===== config.mk =====
export PLATFORM = sky130hd
export DESIGN_NAME = muldiv_controller
export DESIGN_NICKNAME = d
export VERILOG_FILES = /design/src/rtl/muldiv_controller.sv
export SDC_FILE = /design/constraint.sdc
export NUM_CORES = 2
export LEC_CHECK = 0
export ABC_AREA = 1
export CAP_MARGIN = 20
export CORE_ASPECT_RATIO = 2
export CORE_UTILIZATION = 40
export CTS_CLUSTER_DIAMETER = 120
export CTS_CLUSTER_SIZE = 28
export DETAILED_ROUTE_END_ITERATION = 8
export GPL_TIMING_DRIVEN = 1
export PLACE_DENSITY = 0.58
export SETUP_SLACK_MARGIN = 0.2
export SLEW_MARGIN = 0
export SYNTH_ARGS = -nofsm -noshare
export SYNTH_HDL_FRONTEND = slang
export SYNTH_SLANG_ARGS = --single-unit
export TNS_END_PERCENT = 20

===== constraint.sdc =====
create_clock -name clk -period 8.29 [get_ports clk]
set_clock_uncertainty 0.15 [all_clocks]
set_input_delay 1.658 -clock clk [delete_from_list [all_inputs] [get_ports clk]]
set_output_delay 1.658 -clock clk [all_outputs]
set_load 0.01 [all_outputs]

===== src/rtl/muldiv_controller.sv =====
// -----------------------------------------------------------------------------
// muldiv_controller
//
// Multi-cycle multiply/divide sequencer for the execute stage. It owns the
// architectural HI/LO registers and handles MULT/MULTU/DIV/DIVU/MTHI/MTLO/MF
// requests from the execute datapath.
//
// Parameters:
//   DATA_WIDTH : operand and HI/LO width. A divide runs DATA_WIDTH restoring
//                iterations.
//   MUL_CYCLES : number of clock edges from the accept edge to the HI/LO
//                write for a multiply. Legal range is 1..4.
//
// Optional feature (compile-time macro MULDIV_EARLY_OUT_EN):
//   When the macro is defined, DIV/DIVU skip the iteration phase and go
//   straight from the accept edge to FIX in two cases: |rs| < |rt|, or
//   rt == 0. The result is then available one edge after accept.
//   When the macro is undefined, every divide takes DATA_WIDTH+1 edges.
//
// Ports:
//   clk       in   clock
//   rst_n     in   synchronous active-low reset
//   start     in   request valid this cycle
//   op        in   3'b000 NOP, 001 MULT, 010 MULTU, 011 DIV, 100 DIVU,
//                  101 MTHI, 110 MTLO, 111 MF
//   rs        in   operand A (dividend / multiplicand / MT source)
//   rt        in   operand B (divisor / multiplier)
//   flush     in   abort the in-flight operation
//   stall     out  hold the execute stage
//   busy      out  sequencer is not IDLE
//   done      out  one-cycle pulse after a MUL/DIV writes HI/LO
//   hi        out  HI register
//   lo        out  LO register
//   dbg_state out  current FSM state (0 IDLE, 1 MUL, 2 DIV, 3 FIX)
//
// Request handshake:
//   start is the request valid, and stall acts as an inverted ready. A
//   request is taken on a rising edge where start=1 and stall=0. While stall
//   is high, the requester holds start, op, rs and rt stable. flush has
//   priority over start: a request presented together with flush is
//   dropped.
// -----------------------------------------------------------------------------
module muldiv_controller #(
    parameter int DATA_WIDTH = 32,
    parameter int MUL_CYCLES = 2
) (
    input  logic                  clk,
    input  logic                  rst_n,
    input  logic                  start,
    input  logic [2:0]            op,
    input  logic [DATA_WIDTH-1:0] rs,
    input  logic [DATA_WIDTH-1:0] rt,
    input  logic                  flush,
    output logic                  stall,
    output logic                  busy,
    output logic                  done,
    output logic [DATA_WIDTH-1:0] hi,
    output logic [DATA_WIDTH-1:0] lo,
    output logic [1:0]            dbg_state
);

    localparam int W  = DATA_WIDTH;
    localparam int CW = $clog2(DATA_WIDTH + 1);

    localparam logic [2:0] OP_NOP   = 3'b000;
    localparam logic [2:0] OP_MULT  = 3'b001;
    localparam logic [2:0] OP_MULTU = 3'b010;
    localparam logic [2:0] OP_DIV   = 3'b011;
    localparam logic [2:0] OP_DIVU  = 3'b100;
    localparam logic [2:0] OP_MTHI  = 3'b101;
    localparam logic [2:0] OP_MTLO  = 3'b110;

    typedef enum logic [1:0] {
        S_IDLE = 2'd0,
        S_MUL  = 2'd1,
        S_DIV  = 2'd2,
        S_FIX  = 2'd3
    } state_t;

    // -------------------------------------------------------------------------
    // Registers
    // -------------------------------------------------------------------------
    state_t            r_state;
    logic [W-1:0]      r_hi;
    logic [W-1:0]      r_lo;
    logic              r_done;
    logic [CW-1:0]     r_cnt;
    logic [W-1:0]      r_a;        // |multiplicand|
    logic [W-1:0]      r_b;        // |multiplier| or |divisor|
    logic [W-1:0]      r_q;        // dividend shifting out, quotient shifting in
    logic [W-1:0]      r_rem;      // partial remainder
    logic              r_qneg;     // sign of the product / quotient
    logic              r_rneg;     // sign of the remainder (sign of rs)
    logic              r_dz;       // divisor was zero
    logic [W-1:0]      r_rs_orig;  // raw rs, returned in HI on divide by zero

    // -------------------------------------------------------------------------
    // Request decode
    // -------------------------------------------------------------------------
    logic              w_is_mul;
    logic              w_is_div;
    logic              w_signed_op;
    logic              w_accept;
    logic              w_mt_hi;
    logic              w_mt_lo;
    logic              w_rs_neg;
    logic              w_rt_neg;
    logic [W-1:0]      w_rs_abs;
    logic [W-1:0]      w_rt_abs;
    logic              w_early;

    assign w_is_mul    = (op == OP_MULT) || (op == OP_MULTU);
    assign w_is_div    = (op == OP_DIV)  || (op == OP_DIVU);
    assign w_signed_op = (op == OP_MULT) || (op == OP_DIV);

    assign w_accept = (r_state == S_IDLE) && start && !flush && (w_is_mul || w_is_div);
    assign w_mt_hi  = (r_state == S_IDLE) && start && !flush && (op == OP_MTHI);
    assign w_mt_lo  = (r_state == S_IDLE) && start && !flush && (op == OP_MTLO);

    // Magnitudes. Negating the most negative value wraps back to itself. Read
    // as unsigned, that is the correct magnitude, so the signed overflow case
    // needs no special handling.
    assign w_rs_neg = w_signed_op && rs[W-1];
    assign w_rt_neg = w_signed_op && rt[W-1];
    assign w_rs_abs = w_rs_neg ? (~rs + 1'b1) : rs;
    assign w_rt_abs = w_rt_neg ? (~rt + 1'b1) : rt;

`ifdef MULDIV_EARLY_OUT_EN
    // A trivial divide needs no iterations: the quotient is 0 and the
    // remainder is |rs|. Divide by zero is handled in FIX through r_dz.
    assign w_early = w_is_div && ((rt == '0) || (w_rs_abs < w_rt_abs));
`else
    assign w_early = 1'b0;
`endif

    // -------------------------------------------------------------------------
    // Restoring divide step: one quotient bit per edge
    // -------------------------------------------------------------------------
    logic [W:0]        w_trial;
    logic [W:0]        w_diff;
    logic              w_qbit;
    logic [W-1:0]      w_rem_next;

    // r_rem is always below the divisor, so the trial value fits in W+1 bits.
    assign w_trial    = {r_rem, r_q[W-1]};
    assign w_diff     = w_trial - {1'b0, r_b};
    assign w_qbit     = ~w_diff[W];
    assign w_rem_next = w_qbit ? w_diff[W-1:0] : w_trial[W-1:0];

    // -------------------------------------------------------------------------
    // Result formation
    // -------------------------------------------------------------------------
    logic [2*W-1:0]    w_prod_mag;
    logic [2*W-1:0]    w_prod;
    logic [W-1:0]      w_quot;
    logic [W-1:0]      w_remv;
    logic [2*W-1:0]    w_div_res;
    logic [2*W-1:0]    w_result;

    assign w_prod_mag = {{W{1'b0}}, r_a} * {{W{1'b0}}, r_b};
    assign w_prod     = r_qneg ? (~w_prod_mag + 1'b1) : w_prod_mag;
    assign w_quot     = r_qneg ? (~r_q + 1'b1)   : r_q;
    assign w_remv     = r_rneg ? (~r_rem + 1'b1) : r_rem;

    // Divide by zero never traps: LO is all ones and HI returns the raw rs.
    assign w_div_res  = r_dz ? {r_rs_orig, {W{1'b1}}} : {w_remv, w_quot};
    assign w_result   = (r_state == S_MUL) ? w_prod : w_div_res;

    // -------------------------------------------------------------------------
    // FSM: state register
    // -------------------------------------------------------------------------
    state_t            w_next_state;
    logic              w_write_en;
    logic              w_last_mul;
    logic              w_last_div;

    assign w_last_mul = (r_cnt == CW'(MUL_CYCLES - 1));
    assign w_last_div = (r_cnt == CW'(DATA_WIDTH - 1));

    always_ff @(posedge clk) begin
        if (!rst_n) begin
            r_state <= S_IDLE;
        end else begin
            r_state <= w_next_state;
        end
    end

    // -------------------------------------------------------------------------
    // FSM: next state and HI/LO write strobe
    // -------------------------------------------------------------------------
    always_comb begin
        w_next_state = r_state;
        w_write_en   = 1'b0;
        case (r_state)
            S_IDLE: begin
                if (w_accept) begin
                    if (w_is_div) begin
                        w_next_state = w_early ? S_FIX : S_DIV;
                    end else begin
                        w_next_state = S_MUL;
                    end
                end
            end
            S_MUL: begin
                if (w_last_mul) begin
                    w_next_state = S_IDLE;
                    w_write_en   = 1'b1;
                end
            end
            S_DIV: begin
                if (w_last_div) begin
                    w_next_state = S_FIX;
                end
            end
            S_FIX: begin
                w_next_state = S_IDLE;
                w_write_en   = 1'b1;
            end
            default: begin
                w_next_state = S_IDLE;
            end
        endcase
        // A flush abandons whatever is in flight. This includes a write that
        // would have landed on this same edge.
        if (flush) begin
            w_next_state = S_IDLE;
            w_write_en   = 1'b0;
        end
    end

    // -------------------------------------------------------------------------
    // Datapath registers
    // -------------------------------------------------------------------------
    always_ff @(posedge clk) begin
        if (!rst_n) begin
            r_hi      <= '0;
            r_lo      <= '0;
            r_done    <= 1'b0;
            r_cnt     <= '0;
            r_a       <= '0;
            r_b       <= '0;
            r_q       <= '0;
            r_rem     <= '0;
            r_qneg    <= 1'b0;
            r_rneg    <= 1'b0;
            r_dz      <= 1'b0;
            r_rs_orig <= '0;
        end else begin
            r_done <= w_write_en;

            // A result write and an MT write can never coincide. Results are
            // written only when leaving MUL/FIX, and MT writes only in IDLE.
            if (w_write_en) begin
                r_hi <= w_result[2*W-1:W];
                r_lo <= w_result[W-1:0];
            end else begin
                if (w_mt_hi) r_hi <= rs;
                if (w_mt_lo) r_lo <= rs;
            end

            // The counter runs only while the FSM stays in MUL or DIV. Leaving
            // either state (finish, flush) or being elsewhere clears it.
            if ((w_next_state == r_state) &&
                ((r_state == S_MUL) || (r_state == S_DIV))) begin
                r_cnt <= r_cnt + 1'b1;
            end else begin
                r_cnt <= '0;
            end

            if (w_accept) begin
                r_a       <= w_rs_abs;
                r_b       <= w_rt_abs;
                r_qneg    <= w_rs_neg ^ w_rt_neg;
                r_rneg    <= w_rs_neg;
                r_dz      <= (rt == '0);
                r_rs_orig <= rs;
                r_q       <= w_early ? '0 : w_rs_abs;
                r_rem     <= w_early ? w_rs_abs : '0;
            end else if (r_state == S_DIV) begin
                r_rem <= w_rem_next;
                r_q   <= {r_q[W-2:0], w_qbit};
            end
        end
    end

    // -------------------------------------------------------------------------
    // Outputs
    // -------------------------------------------------------------------------
    assign busy      = (r_state != S_IDLE);
    assign stall     = busy && start && (op != OP_NOP);
    assign done      = r_done;
    assign hi        = r_hi;
    assign lo        = r_lo;
    assign dbg_state = r_state;

endmodule


Word-level counts from Yosys, hierarchy flattened:

Index checks and enable logic that the tools add are counted.

* $add $sub $neg: 7
* $mul: 1
* equal/unequal tests: 12
* muxes and demuxes: 23
* bitwise operators: 8
* reductions and logical operators: 25

Operators with widths (count)
* $mux W32: 11
* $mux W64: 3
* $add A32 B1 Y32 const B: 4
* $not A32 Y32: 4
* $add A64 B1 Y64 const B: 1
* $mul A32 B32 Y64: 1
* $not A64 Y64: 1
* $sub A33 B32 Y33: 1
* $logic_not A32 Y1: 1
* $logic_and A1 B1 Y1: 10
* $mux W2: 5
* $eq A3 B3 Y1 const B: 3
* $pmux W2 S4: 1
* $reduce_bool A2 Y1: 4
* $add A6 B1 Y6 const B: 1
* $eq A3 B2 Y1 const B: 2
* $eq A6 B1 Y1 const B: 1
* $eq A6 B5 Y1 const B: 1
* $logic_or A1 B1 Y1: 5
* $eq A2 B2 Y1 const B: 2
* $eq A3 B1 Y1 const B: 1
* $reduce_bool A3 Y1: 1
* $eq A2 B1 Y1 const B: 1
* $eq A2 B2 Y1: 1
* 8 further kinds: 10

* flip-flop bits (word level): 236
* input bits: 71
* output and inout port bits: 69
* logic and storage cells: 89

Logic depth before layout (Yosys ltp):

* depth in word-level cells: 10
* gate-level depth with buffers: 44
* mapped depth without buffers: 42

Worst setup path after synthesis:

No wires, ideal clock.

* path type: flip-flop to flip-flop
* start point: register r_b[5]
* end point: register r_hi[19], in the netlist hi[19]
* arrival: 7048 ps
* required time: 8074 ps
* path slack: 1025 ps
* stages on the path, launching flop included: 38
* clock period less this slack: 7265 ps
* cells stage by stage: dfxtp_1 > clkbuf_1 > clkbuf_1 > nand2_1 > fa_1 > inv_1 > fa_1 > fa_1 > inv_1 > fa_1 > inv_1 > fa_1 > fa_1 > fa_1 > inv_1 > fa_1 > inv_1 > ha_1 > [... 2 more ...] > a21oi_1 > nand2_1 > o21bai_1 > a21oi_1 > nand2_1 > nand2_1 > nand2_1 > nor2_1 > nand2_1 > nor2_4 > nand2_1 > nand2_2 > nand2_1 > nand2_1 > nand3_1 > nand2_1 > nand2_1 > a21oi_2

* word-level cells in the longest chain between the ends: 6

RTL lines
* start: declaration: RTL line 89 `logic [W-1:0] r_b;`
* start signal: assignment: RTL line 272 `r_b <= w_rt_abs;`
* $mul A32 B32 Y64 (*): RTL line 160 `assign w_prod_mag = {{W{1'b0}}, r_a} * {{W{1'b0}}, r_b};`
* $not A64 Y64: RTL line 161 `assign w_prod = r_qneg ? (~w_prod_mag + 1'b1) : w_prod_mag;`
* $add A64 B1 Y64: RTL line 161
* $mux W64 (*): RTL line 161
* $mux W64 (*): RTL line 167 `assign w_result = (r_state == S_MUL) ? w_prod : w_div_res;`
* $mux W32 (*): RTL line 253 `if (w_write_en) begin`
* end signal: assignment: RTL line 254 `r_hi <= w_result[2*W-1:W];`
* end signal: assignment: RTL line 257 `if (w_mt_hi) r_hi <= rs;`
* end: declaration: RTL line 84 `logic [W-1:0] r_hi;`

Every way passes the cells marked *; elsewhere a longest branch is shown, timed or not.
A chain may end at the register's enable or synchronous reset.

Final worst setup path:

* start point: register r_a[11]
* end point: register r_hi[24], in the netlist hi[24]

* word-level cells in the longest chain between the ends: 6

RTL lines
* start: declaration: RTL line 88 `logic [W-1:0] r_a;`
* start signal: assignment: RTL line 271 `r_a <= w_rs_abs;`
* $mul A32 B32 Y64 (*): RTL line 160
* $not A64 Y64: RTL line 161
* $add A64 B1 Y64: RTL line 161
* $mux W64 (*): RTL line 161
* $mux W64 (*): RTL line 167
* $mux W32 (*): RTL line 253

Marked as above.

==> flow_metrics.tcl <==
set metrics [dict create \
    status "finished, final reports clean" \
    port_buffers 139 \
    post-synth-top-count-cell "nand2_1" \
    antenna_found_initial 7 \
    hold_viol_final 0 \
    required_ns 8.65 \
    cpMostUsedCell "nand2_1" \
    synth_area_leaders "fa_1 (34%), nand2_1 (16%), inv_1 (14%)" \
    max-clock-path-buffers 3 \
    drv_cap 0 \
    die-height_um 518 \
    synth_common_cells "nand2_1 (2325), inv_1 (1999), fa_1 (897), nor2_1 (403), clkbuf_1 (349)" \
    insertion_delay_ns 0.58 \
    grt_pass1_wl_um 325000 \
    grt_overflow 0 \
    setup_viol 0 \
    dp_slack_ns -0.403 \
    slew_headroom_pct 13.6 \
    synth_fp_nets 9065 \
    ys_seq_area_share_pct 8.84 \
    period_minus_slack_ns 8.17 \
    clock.fmax_ghz 0.122 \
    h-tree-depth 1 \
    viasPerCell 5.10 \
    yosys.area.top_type "fa_1" \
    ys_warn_count 0 \
    synth-main-ff-cell "dfxtp_1" \
    place.gp.congestion 1.01 \
    final_cell_area_um2 63500 \
    syn_area_um2 53200 \
    first_iter_violations 3164 \
    powerDensity_nw_per_um2 73.5 \
    synth.avg_cell_area_um2 6.83 \
    numCtsBuffers 13 \
    critPathMaxFanout 6 \
    root_buffer "clkbuf_16" \
    cts.sinks 235 \
    die_x_um 260 \
    hpwl_um 189000 \
    synthDistinctLibCells 59 \
    fin_ws_ns 0.116 \
    hold_path.class "flop to flop" \
    wl_per_cell_um 22.1 \
    area_growth_pct 19.4 \
    dieArea_um2 135000 \
    leakagePower_nw 36.5 \
    max_stage_delay_ns 0.58 \
    end_kind "flop" \
    start_util_pct 40.3 \
    use_met3_pct 3.89 \
    syn_inst 7791 \
    fin_setup_tns_ns 0 \
    worstMarginPinSlew_ns 1.30 \
    ys_ff_latch 235 \
    grtUsageMet1_pct 30.9 \
    grt.total_usage_pct 32.9 \
    fillers 13362 \
    arrival_ns 8.53 \
    rows 189 \
    path_class "flop to flop" \
    clk_pin_slew_ns 0.14 \
    worst-path-buf-inv 11 \
    grt_start_max_net_pins 82 \
    synth_edf_count 0 \
    drt_wl_total_um 220000 \
    async_flop_share_pct 0 \
    cp_top_family "adder cells" \
    synth_top_area_share_pct 33.7 \
    finalNetCount 9529 \
    postRouteAntennaNets 0 \
    dpl_cell_area_um2 61400 \
    slew_violations 0 \
    fin_crit_sh_pct 98.6 \
    drive_above_1_share_pct 13.8 \
    holdWs_ns 0.327 \
    grt-busiest-layer "met2" \
    cts_tree "built" \
    num_vias 50901 \
    use_met2_pct 61.5 \
    slowest_stage "fa_1" \
    grt_pass1_vias 54075 \
    post-route-drc-count 0 \
    peakVddDrop_uv 108 \
    rsz0062_at_grt "yes" \
    critPathLaunchType "flop" \
    drt_first_pass_iters 8 \
    core_um2 132000 \
    boundaryPins 140 \
    hold_buffers 0 \
]
final cells by class:
type | instances | area, µm² | area share, %
Clock inverter | 4 | 83.8 | 0.132
Antenna cell | 6 | 15.0 | 0.0236
Timing Repair Buffer | 823 | 7810 | 12.3
Sequential cell | 235 | 4760 | 7.49
Clock buffer | 14 | 329 | 0.518
Multi-Input combinational cell | 5165 | 40800 | 64.2
Tap cell | 1719 | 2150 | 3.38
Inverter | 2017 | 7580 | 11.9
sequential cells by signal (all words and copies together), names as in the netlist:
| register | cells |
|---|---|
| r_b | 32 |
| r_qneg | 1 |
| r_cnt | 6 |
| hi | 32 |
| r_rem | 32 |
| r_a | 32 |
| r_q | 32 |
| done | 1 |
| r_rs_orig | 31 |
| lo | 32 |
| r_dz | 1 |
| r_rneg | 1 |
| dbg_state | 2 |
worst paths after layout:
kind                              start                    endpoint  slack [ns]  cells past startpoint
min          r_rs_orig[19]$_SDFFE_PN0P_  r_rs_orig[19]$_SDFFE_PN0P_        0.33                      2
max reg2reg        r_a[11]$_SDFFE_PN0P_         hi[24]$_SDFFE_PN0P_        0.12                     42
max                r_a[11]$_SDFFE_PN0P_         hi[24]$_SDFFE_PN0P_        0.12                     42
min reg2reg  r_rs_orig[19]$_SDFFE_PN0P_  r_rs_orig[19]$_SDFFE_PN0P_        0.33                      2
layer usage:
layer	routed length (µm)	up-vias
met5	27	-
met2	116000	1737
met3	10200	743
met1	69400	24780
met4	24400	4
li1	-	23637
cell families (layout without fill, tap and decap cells):
group	after synthesis	in the layout	share of synthesized area (%)
mux	2	2	0.0376
xor+xnor	114	114	1.88
simple gates	3175	3175	24.2
flops	235	235	8.84
fa+ha+maj	1203	1203	40.9
buf+inv	2391	2858	16.9
compound gates	671	671	7.25
other cells	0	6	0
worst register-to-register path: cells and delay by family (launching register included):
kind	cells	cell delay [ns]
AO/OA/AOI/OAI	1	0.14
adder cells (fa/ha/maj)	9	4.32
buffers and inverters	11	1.25
flip-flops	1	0.40
AND/OR/NAND/NOR	21	1.81
where the power goes:
| group | switching, mW | internal, mW |
|---|---|---|
| sequential | 0.0485 | 1.17 |
| clock | 0.522 | 0.336 |
| combinational | 1.61 | 0.984 |
per-stage QoR:
stage	utilization, %	total power, mW	std cells
6_report	48.1	4.67	9983
5_1_grt	48.1	4.88	9978
4_1_cts	47.2	4.56	9960
3_5_place_dp	46.5	3.61	9936
3_3_place_gp	46.5	3.62	9936
2_1_floorplan	-	2.45	7791
cells in the final DEF (no fill, tap or decap), drive strengths merged, types with 2 or more instances in the layout:
cell type / count
a211oi: 3
a21boi: 6
a21o: 5
a21oi: 237
a221oi: 4
a22o: 8
a31oi: 37
a32o: 2
and2: 3
and3: 4
buf: 683
clkbuf: 16
clkdlybuf4s50: 138
clkinv: 5
dfxtp: 235
diode: 6
fa: 897
ha: 306
inv: 2014
mux2i: 2
nand2: 2364
nand3: 231
nand3b: 24
nand4: 36
nor2: 427
nor3: 65
nor3b: 3
nor4: 11
o211ai: 45
o21a: 3
o21ai: 226
o21bai: 15
o221ai: 8
o22ai: 53
o31ai: 4
o32ai: 11
or2: 6
xnor2: 41
xor2: 73
timing repair:
action,in CTS,in global routing
setup endpoints to repair,37,42
resized for setup,146,275
buffers inserted,6,15
pin swaps,37,115
cloned,0,2
No activity file was read; power rests on OpenSTA's default activity.
